<file path="config.mk">
export PLATFORM = sky130hd
export DESIGN_NAME = uart_tx_scheduler
export DESIGN_NICKNAME = d
export VERILOG_FILES = /design/src/rtl/uart_tx_scheduler_pkg.sv /design/src/rtl/uart_tx_serializer.sv /design/src/rtl/uart_tx_scheduler.sv
export SDC_FILE = /design/constraint.sdc
export NUM_CORES = 1
export LEC_CHECK = 0
export CAP_MARGIN = 20
export CORE_ASPECT_RATIO = 0.8
export CORE_MARGIN = 2
export CORE_UTILIZATION = 40
export DETAILED_ROUTE_END_ITERATION = 8
export PLACE_DENSITY = 0.73
export SETUP_SLACK_MARGIN = 0.05
export SLEW_MARGIN = 15
export SYNTH_ARGS = -nofsm -noshare
export SYNTH_HDL_FRONTEND = slang
export SYNTH_HIERARCHICAL = 1
export SYNTH_SLANG_ARGS = --single-unit
</file>
<file path="constraint.sdc">
create_clock -name clk -period 1.9 [get_ports clk]
set_input_delay 0.38 -clock clk [delete_from_list [all_inputs] [get_ports clk]]
set_output_delay 0.38 -clock clk [all_outputs]
set_load 0.005 [all_outputs]
</file>
<file path="src/rtl/uart_tx_scheduler_pkg.sv">
// ============================================================================
// Module   : uart_tx_scheduler_pkg
// Brief    : Shared types and constants for the two-requester UART scheduler.
// Revision : 1.0
// ============================================================================
`default_nettype none

package uart_tx_scheduler_pkg;

    localparam int UART_DATA_BITS        = 8;
    localparam int DEFAULT_TICKS_PER_BIT = 16;
    localparam int NUM_REQ               = 2;

    typedef enum logic [1:0] {
        ST_IDLE  = 2'd0,
        ST_START = 2'd1,
        ST_DATA  = 2'd2,
        ST_STOP  = 2'd3
    } ser_state_e;

    // A tie goes to whichever requester did not own the last finished frame.
    function automatic logic [NUM_REQ-1:0] rr_pick(
        input logic [NUM_REQ-1:0] valid,
        input logic               prev_owner
    );
        logic [NUM_REQ-1:0] pick;
        pick = valid;
        if (valid == 2'b11) begin
            pick = prev_owner ? 2'b01 : 2'b10;
        end
        return pick;
    endfunction

endpackage

`default_nettype wire

</file>
<file path="src/rtl/uart_tx_serializer.sv">
// ============================================================================
// Module   : uart_tx_serializer
// Brief    : 8N1 UART bit serializer clocked by a 16x-baud tick enable.
// Revision : 1.0
// ============================================================================
`default_nettype none

module uart_tx_serializer
    import uart_tx_scheduler_pkg::*;
#(
    parameter int TICKS_PER_BIT = DEFAULT_TICKS_PER_BIT
) (
    input  logic                      clk,
    input  logic                      rst_n,
    input  logic                      tick16_i,
    input  logic                      load_i,
    input  logic [UART_DATA_BITS-1:0] data_i,
    output logic                      ready_o,
    output logic                      done_o,
    output logic                      tx_o
);

    localparam int TW = (TICKS_PER_BIT > 1) ? $clog2(TICKS_PER_BIT) : 1;
    localparam int BW = $clog2(UART_DATA_BITS);
    localparam logic [TW-1:0] TICK_LAST = TW'(TICKS_PER_BIT - 1);
    localparam logic [BW-1:0] BIT_LAST  = BW'(UART_DATA_BITS - 1);

    ser_state_e                state_q;
    logic [TW-1:0]             tick_cnt_q;
    logic [BW-1:0]             bit_cnt_q;
    logic [UART_DATA_BITS-1:0] shift_q;
    logic                      tx_q;
    logic                      w_bit_end;

    assign w_bit_end = tick16_i && (tick_cnt_q == TICK_LAST);
    assign ready_o   = (state_q == ST_IDLE);
    assign done_o    = (state_q == ST_STOP) && w_bit_end;
    assign tx_o      = tx_q;

    always_ff @(posedge clk or negedge rst_n) begin
        if (!rst_n) begin
            state_q    <= ST_IDLE;
            tick_cnt_q <= '0;
            bit_cnt_q  <= '0;
            shift_q    <= '0;
            tx_q       <= 1'b1;
        end else begin
            // The tick counter only runs once the start bit is on the line,
            // so a tick coinciding with the load is ignored.
            if (state_q != ST_IDLE && tick16_i) begin
                tick_cnt_q <= w_bit_end ? '0 : tick_cnt_q + 1'b1;
            end
            case (state_q)
                ST_IDLE: begin
                    if (load_i) begin
                        shift_q    <= data_i;
                        tick_cnt_q <= '0;
                        bit_cnt_q  <= '0;
                        tx_q       <= 1'b0;
                        state_q    <= ST_START;
                    end
                end
                ST_START: begin
                    if (w_bit_end) begin
                        tx_q    <= shift_q[0];
                        state_q <= ST_DATA;
                    end
                end
                ST_DATA: begin
                    if (w_bit_end) begin
                        if (bit_cnt_q == BIT_LAST) begin
                            tx_q    <= 1'b1;
                            state_q <= ST_STOP;
                        end else begin
                            bit_cnt_q <= bit_cnt_q + 1'b1;
                            shift_q   <= {1'b0, shift_q[UART_DATA_BITS-1:1]};
                            tx_q      <= shift_q[1];
                        end
                    end
                end
                ST_STOP: begin
                    if (w_bit_end) begin
                        state_q <= ST_IDLE;
                    end
                end
                default: begin
                    state_q <= ST_IDLE;
                    tx_q    <= 1'b1;
                end
            endcase
        end
    end

endmodule

`default_nettype wire

</file>
<file path="src/rtl/uart_tx_scheduler.sv">
// ============================================================================
// Module   : uart_tx_scheduler
// Brief    : Two-requester arbiter with frame locking in front of a UART TX.
// Revision : 1.0
// ============================================================================
`default_nettype none

module uart_tx_scheduler
    import uart_tx_scheduler_pkg::*;
#(
    parameter int TICKS_PER_BIT = DEFAULT_TICKS_PER_BIT
) (
    input  logic                               clk,
    input  logic                               rst_n,
    input  logic                               tick16,
    input  logic [NUM_REQ-1:0]                 req_valid,
    input  logic [NUM_REQ*UART_DATA_BITS-1:0]  req_data,
    input  logic [NUM_REQ-1:0]                 req_last,
    output logic [NUM_REQ-1:0]                 req_ready,
    output logic [NUM_REQ-1:0]                 grant,
    output logic                               tx,
    output logic                               busy
);

    logic [NUM_REQ-1:0]        grant_q;
    logic                      last_pend_q;
    logic                      prev_owner_q;

    logic                      w_owner;
    logic                      w_ser_ready;
    logic                      w_ser_done;
    logic                      w_load;
    logic [UART_DATA_BITS-1:0] w_load_data;

    assign w_owner     = grant_q[1];
    assign req_ready   = grant_q & {NUM_REQ{w_ser_ready}};
    assign w_load      = |(req_valid & req_ready);
    assign w_load_data = w_owner ? req_data[15:8] : req_data[7:0];
    assign grant       = grant_q;
    assign busy        = !w_ser_ready || (grant_q != '0);

    uart_tx_serializer #(
        .TICKS_PER_BIT (TICKS_PER_BIT)
    ) u_serializer (
        .clk      (clk),
        .rst_n    (rst_n),
        .tick16_i (tick16),
        .load_i   (w_load),
        .data_i   (w_load_data),
        .ready_o  (w_ser_ready),
        .done_o   (w_ser_done),
        .tx_o     (tx)
    );

    always_ff @(posedge clk or negedge rst_n) begin
        if (!rst_n) begin
            grant_q      <= '0;
            last_pend_q  <= 1'b0;
            // Pretend requester 1 finished last so requester 0 wins the first tie.
            prev_owner_q <= 1'b1;
        end else begin
            if (w_load) begin
                last_pend_q <= req_last[w_owner];
            end
            if (w_ser_done && last_pend_q) begin
                grant_q      <= '0;
                last_pend_q  <= 1'b0;
                prev_owner_q <= w_owner;
            end else if (grant_q == '0 && w_ser_ready) begin
                grant_q <= rr_pick(req_valid, prev_owner_q);
            end
        end
    end

endmodule

`default_nettype wire

</file>
==> run metrics <==
outcome=finished, final reports clean; I/O Pins=29; initial core utilization=40.97%; P_sw=1.289 mW; DIE AREA=4333 um2; RSZ-0062 raised after global routing=true; cells along the critical path=clkdlybuf4s50_1 > a22oi_2 > nor2b_4 > nor2b_4 > a211o_4 > buf_6 > nor3_2 > nor3_1; Critical Path Most Common Cell=sky130_fd_sc_hd__nor2b_4; total of warnings raised by yosys=6; routed via count divided by cell count=5.751; number of nets at the end of the flow=241; gate count of the mapped netlist=160; Pre-Repair DR Iteration Count=4; number of clock sinks seen by CTS=22; number of remaining DRC errors=0; Placer Congestion=0.8051; top cells by area, synth=sky130_fd_sc_hd__dfrtp_1, sky130_fd_sc_hd__mux2_2, sky130_fd_sc_hd__ha_1; max-capacitance violation count=0; Final Hold Violating Endpoints=0; Clock Tree Root=sky130_fd_sc_hd__clkbuf_8; top library cells by usage in the layout, fill and taps aside=sky130_fd_sc_hd__clkdlybuf4s50_1, sky130_fd_sc_hd__buf_4, sky130_fd_sc_hd__dfrtp_1; worst hold slack=0.4782 ns; number of I/O port buffers=28; proportion of synthesized area in mux cells=9.337%; portion of the post-synthesis area used by sequential elements=36.20%; Detailed Place HPWL=2824 um; Static Leak=0.8808 nW; # hold bufs at CTS=0; final count of negative-setup-slack endpoints=0; Diodes inserted=0; global-route wire length before repair=6106 um; share of the synthesized area in compound gates (AO/OA/AOI/OAI)=17.44%; part of the total power dissipated in sequential elements=26.9%; fraction of layout instances using a drive strength above 1=33.49%; required time at the worst-slack endpoint=2.04 ns; clock latency on the worst-skew pair=0.26 ns; most common cell after layout, fill and taps aside=sky130_fd_sc_hd__clkdlybuf4s50_1; Post-DRT Antenna Nets=0; wire length per cell=16.03 um; synthesized flop and latch total=22; worst path arrival time=1.94 ns; synthesized area per cell=9.548 um2; synthesized-area fraction occupied by and/or/nand/nor cells=25.47%; vertical die dimension=59.28 um; post-synthesis instance area=1528 um2; placeable core region=3729 um2; maximum clock skew at final layout=0.002653 ns; filler-free cell count of the finished design=253; total nets after synthesis=190; total placed cells including tap cells=245; vias in the first global route=1403; Max Freq=554.6 MHz; overall die width=73.10 um; number of H-tree levels=1; number of cell rows=20; distinct cell type count after synthesis=42; Slew Viols, Final=0; Worst-Margin Slew=0.3449 ns; clock-pin slew on the worst setup and hold paths=0.07 ns; combinational fraction of design power=64.1%; number of antenna violations at the first check in global routing=0; post-synth top area share=32.76%; via count=1455; top flip-flop cell by instance count after synthesis=sky130_fd_sc_hd__dfrtp_1; fin crit share=94.89%; Slowest cell on crit path=sky130_fd_sc_hd__clkdlybuf4s50_1; Post-Synth XOR/XNOR Area=1.147%; type of the tightest min-delay check=in -> async; CTS tree=yes; CP startpoint kind=input port; first-iteration detailed-routing DRC count=68; Post-synth ARST share=100.0%; clock share of power=9.0%; count of flip-flops with a built-in enable after synthesis=0; Internal Power=1.848 mW; library cell with the largest summed area after synthesis=sky130_fd_sc_hd__dfrtp_1; critical path start-end classification=in -> reg; Remaining Overflow, GRT=0; sw frac=41.08%; synthesized-area fraction occupied by adder cells=5.733%; GRT Overall Usage=17.93%; nature of the critical path endpoint=flip-flop; final setup TNS=0 ns; largest family of logic cells by synthesized area=simple AND/OR/NAND/NOR gates; largest net degree at the start of global routing=27; area growth from synthesis to layout=41.77%; VDD IR max=0.0005929 V; power density of the placed cells=1448 nW/um2; biggest fanout along the worst timing path=5; TritonCTS buffer count=3; Max clock buf depth=2; total wire length after detailed routing=4056 um; worst slew margin relative to its limit=76.95%; largest stage delay on the critical path=0.51 ns; clock period minus final worst setup slack=1.803 ns
state kept, by name, summed over array words and instances, names as in the netlist:
register	cells
grant	2
last_pend_q	1
prev_owner_q	1
u_serializer/bit_cnt_q	3
u_serializer/shift_q	8
u_serializer/state_q	2
u_serializer/tick_cnt_q	4
u_serializer/tx_o	1
synth_stat cells, types with 2 or more instances:
library cell	n
sky130_fd_sc_hd__buf_6	2
sky130_fd_sc_hd__o31ai_1	2
sky130_fd_sc_hd__mux2i_1	3
sky130_fd_sc_hd__o22ai_1	2
sky130_fd_sc_hd__o21ai_0	15
sky130_fd_sc_hd__a21oi_1	4
sky130_fd_sc_hd__and2_2	2
sky130_fd_sc_hd__nand2_1	13
sky130_fd_sc_hd__dfstp_2	2
sky130_fd_sc_hd__nand3_1	7
sky130_fd_sc_hd__nor2_1	6
sky130_fd_sc_hd__nor3_1	8
sky130_fd_sc_hd__o211ai_1	2
sky130_fd_sc_hd__nand3b_1	8
sky130_fd_sc_hd__inv_1	4
sky130_fd_sc_hd__o22a_1	2
sky130_fd_sc_hd__ha_1	7
sky130_fd_sc_hd__o32ai_1	7
sky130_fd_sc_hd__nand2b_1	4
sky130_fd_sc_hd__mux2_2	9
sky130_fd_sc_hd__o21a_1	2
sky130_fd_sc_hd__buf_2	6
sky130_fd_sc_hd__dfrtp_1	20
sky130_fd_sc_hd__nor3_2	5
timing repair:
action | in CTS | in global routing
cloned | 0 | 0
setup endpoints to repair | 12 | 13
setup buffers | 2 | 3
pin swaps | 2 | 4
gates resized for setup | 12 | 18
logic make-up after synthesis:
group           after synthesis
buf+inv                      13
xor+xnor                      2
fa+ha+maj                     7
compound gates               40
flops                        22
mux                          13
simple gates                 63
metal layers:
metal / track usage [%] / vias up / wire [um]
met5: 0 / - / 0
met4: 3.439 / 0 / 10
met3: 1.531 / 2 / 142
met2: 32.69 / 35 / 2069
met1: 23.40 / 725 / 1833
li1: - / 693 / -
final timing paths:
check / from / end / slack, ns / cells after the start
hold reg to reg: u_serializer/tx_o / u_serializer/tx_o / 0.52 / 2
max in group asynchronous: rst_n / u_serializer/tx_o / 1.15 / 2
setup / recovery: req_valid[1] / u_serializer/shift_q[1] / 0.1 / 8
setup reg to reg: u_serializer/state_q[0] / u_serializer/shift_q[1] / 0.1 / 9
hold / removal: rst_n / u_serializer/tick_cnt_q[1] / 0.48 / 2
min in group clk: u_serializer/tx_o / u_serializer/tx_o / 0.52 / 2
power groups by stage:
stage / logic, mW / registers (mW) / clock network, mW
3_5_place_dp: 1.65 / 0.827 / 0
5_1_grt: 2.20 / 0.867 / 0.308
6_report: 2.01 / 0.843 / 0.283
3_3_place_gp: 1.59 / 0.810 / 0
4_1_cts: 1.75 / 0.824 / 0.288
2_1_floorplan: 1.07 / 0.795 / 0
stage by stage:
step / worst slack, ns / instance area, um2 / power, mW / util, %
global placement: -0.1918 / 1977 / 2.400 / 53.02
finish: 0.09700 / 2166 / 3.137 / 58.09
floorplan: 0.06485 / 1533 / 1.868 / -
detailed placement: -0.2119 / 1977 / 2.478 / 53.02
global route: 0.01901 / 2166 / 3.372 / 58.09
CTS: 0.02933 / 2058 / 2.862 / 55.20
critical path, delay by kind of cell:
family	cells	cell delay, ns
AO/OA/AOI/OAI	2	0.45
buffers and inverters	2	0.65
AND/OR/NAND/NOR	4	0.47
layout make-up:
cell class	instances	area [um2]
flip-flops and latches	22	554.3
multi-input cells	125	998.5
inverters	4	15.01
fillers	320	1563
well taps	44	55.05
clock buffers	3	41.29
repair buffers	55	501.7
No activity file was read; power rests on OpenSTA's default activity.
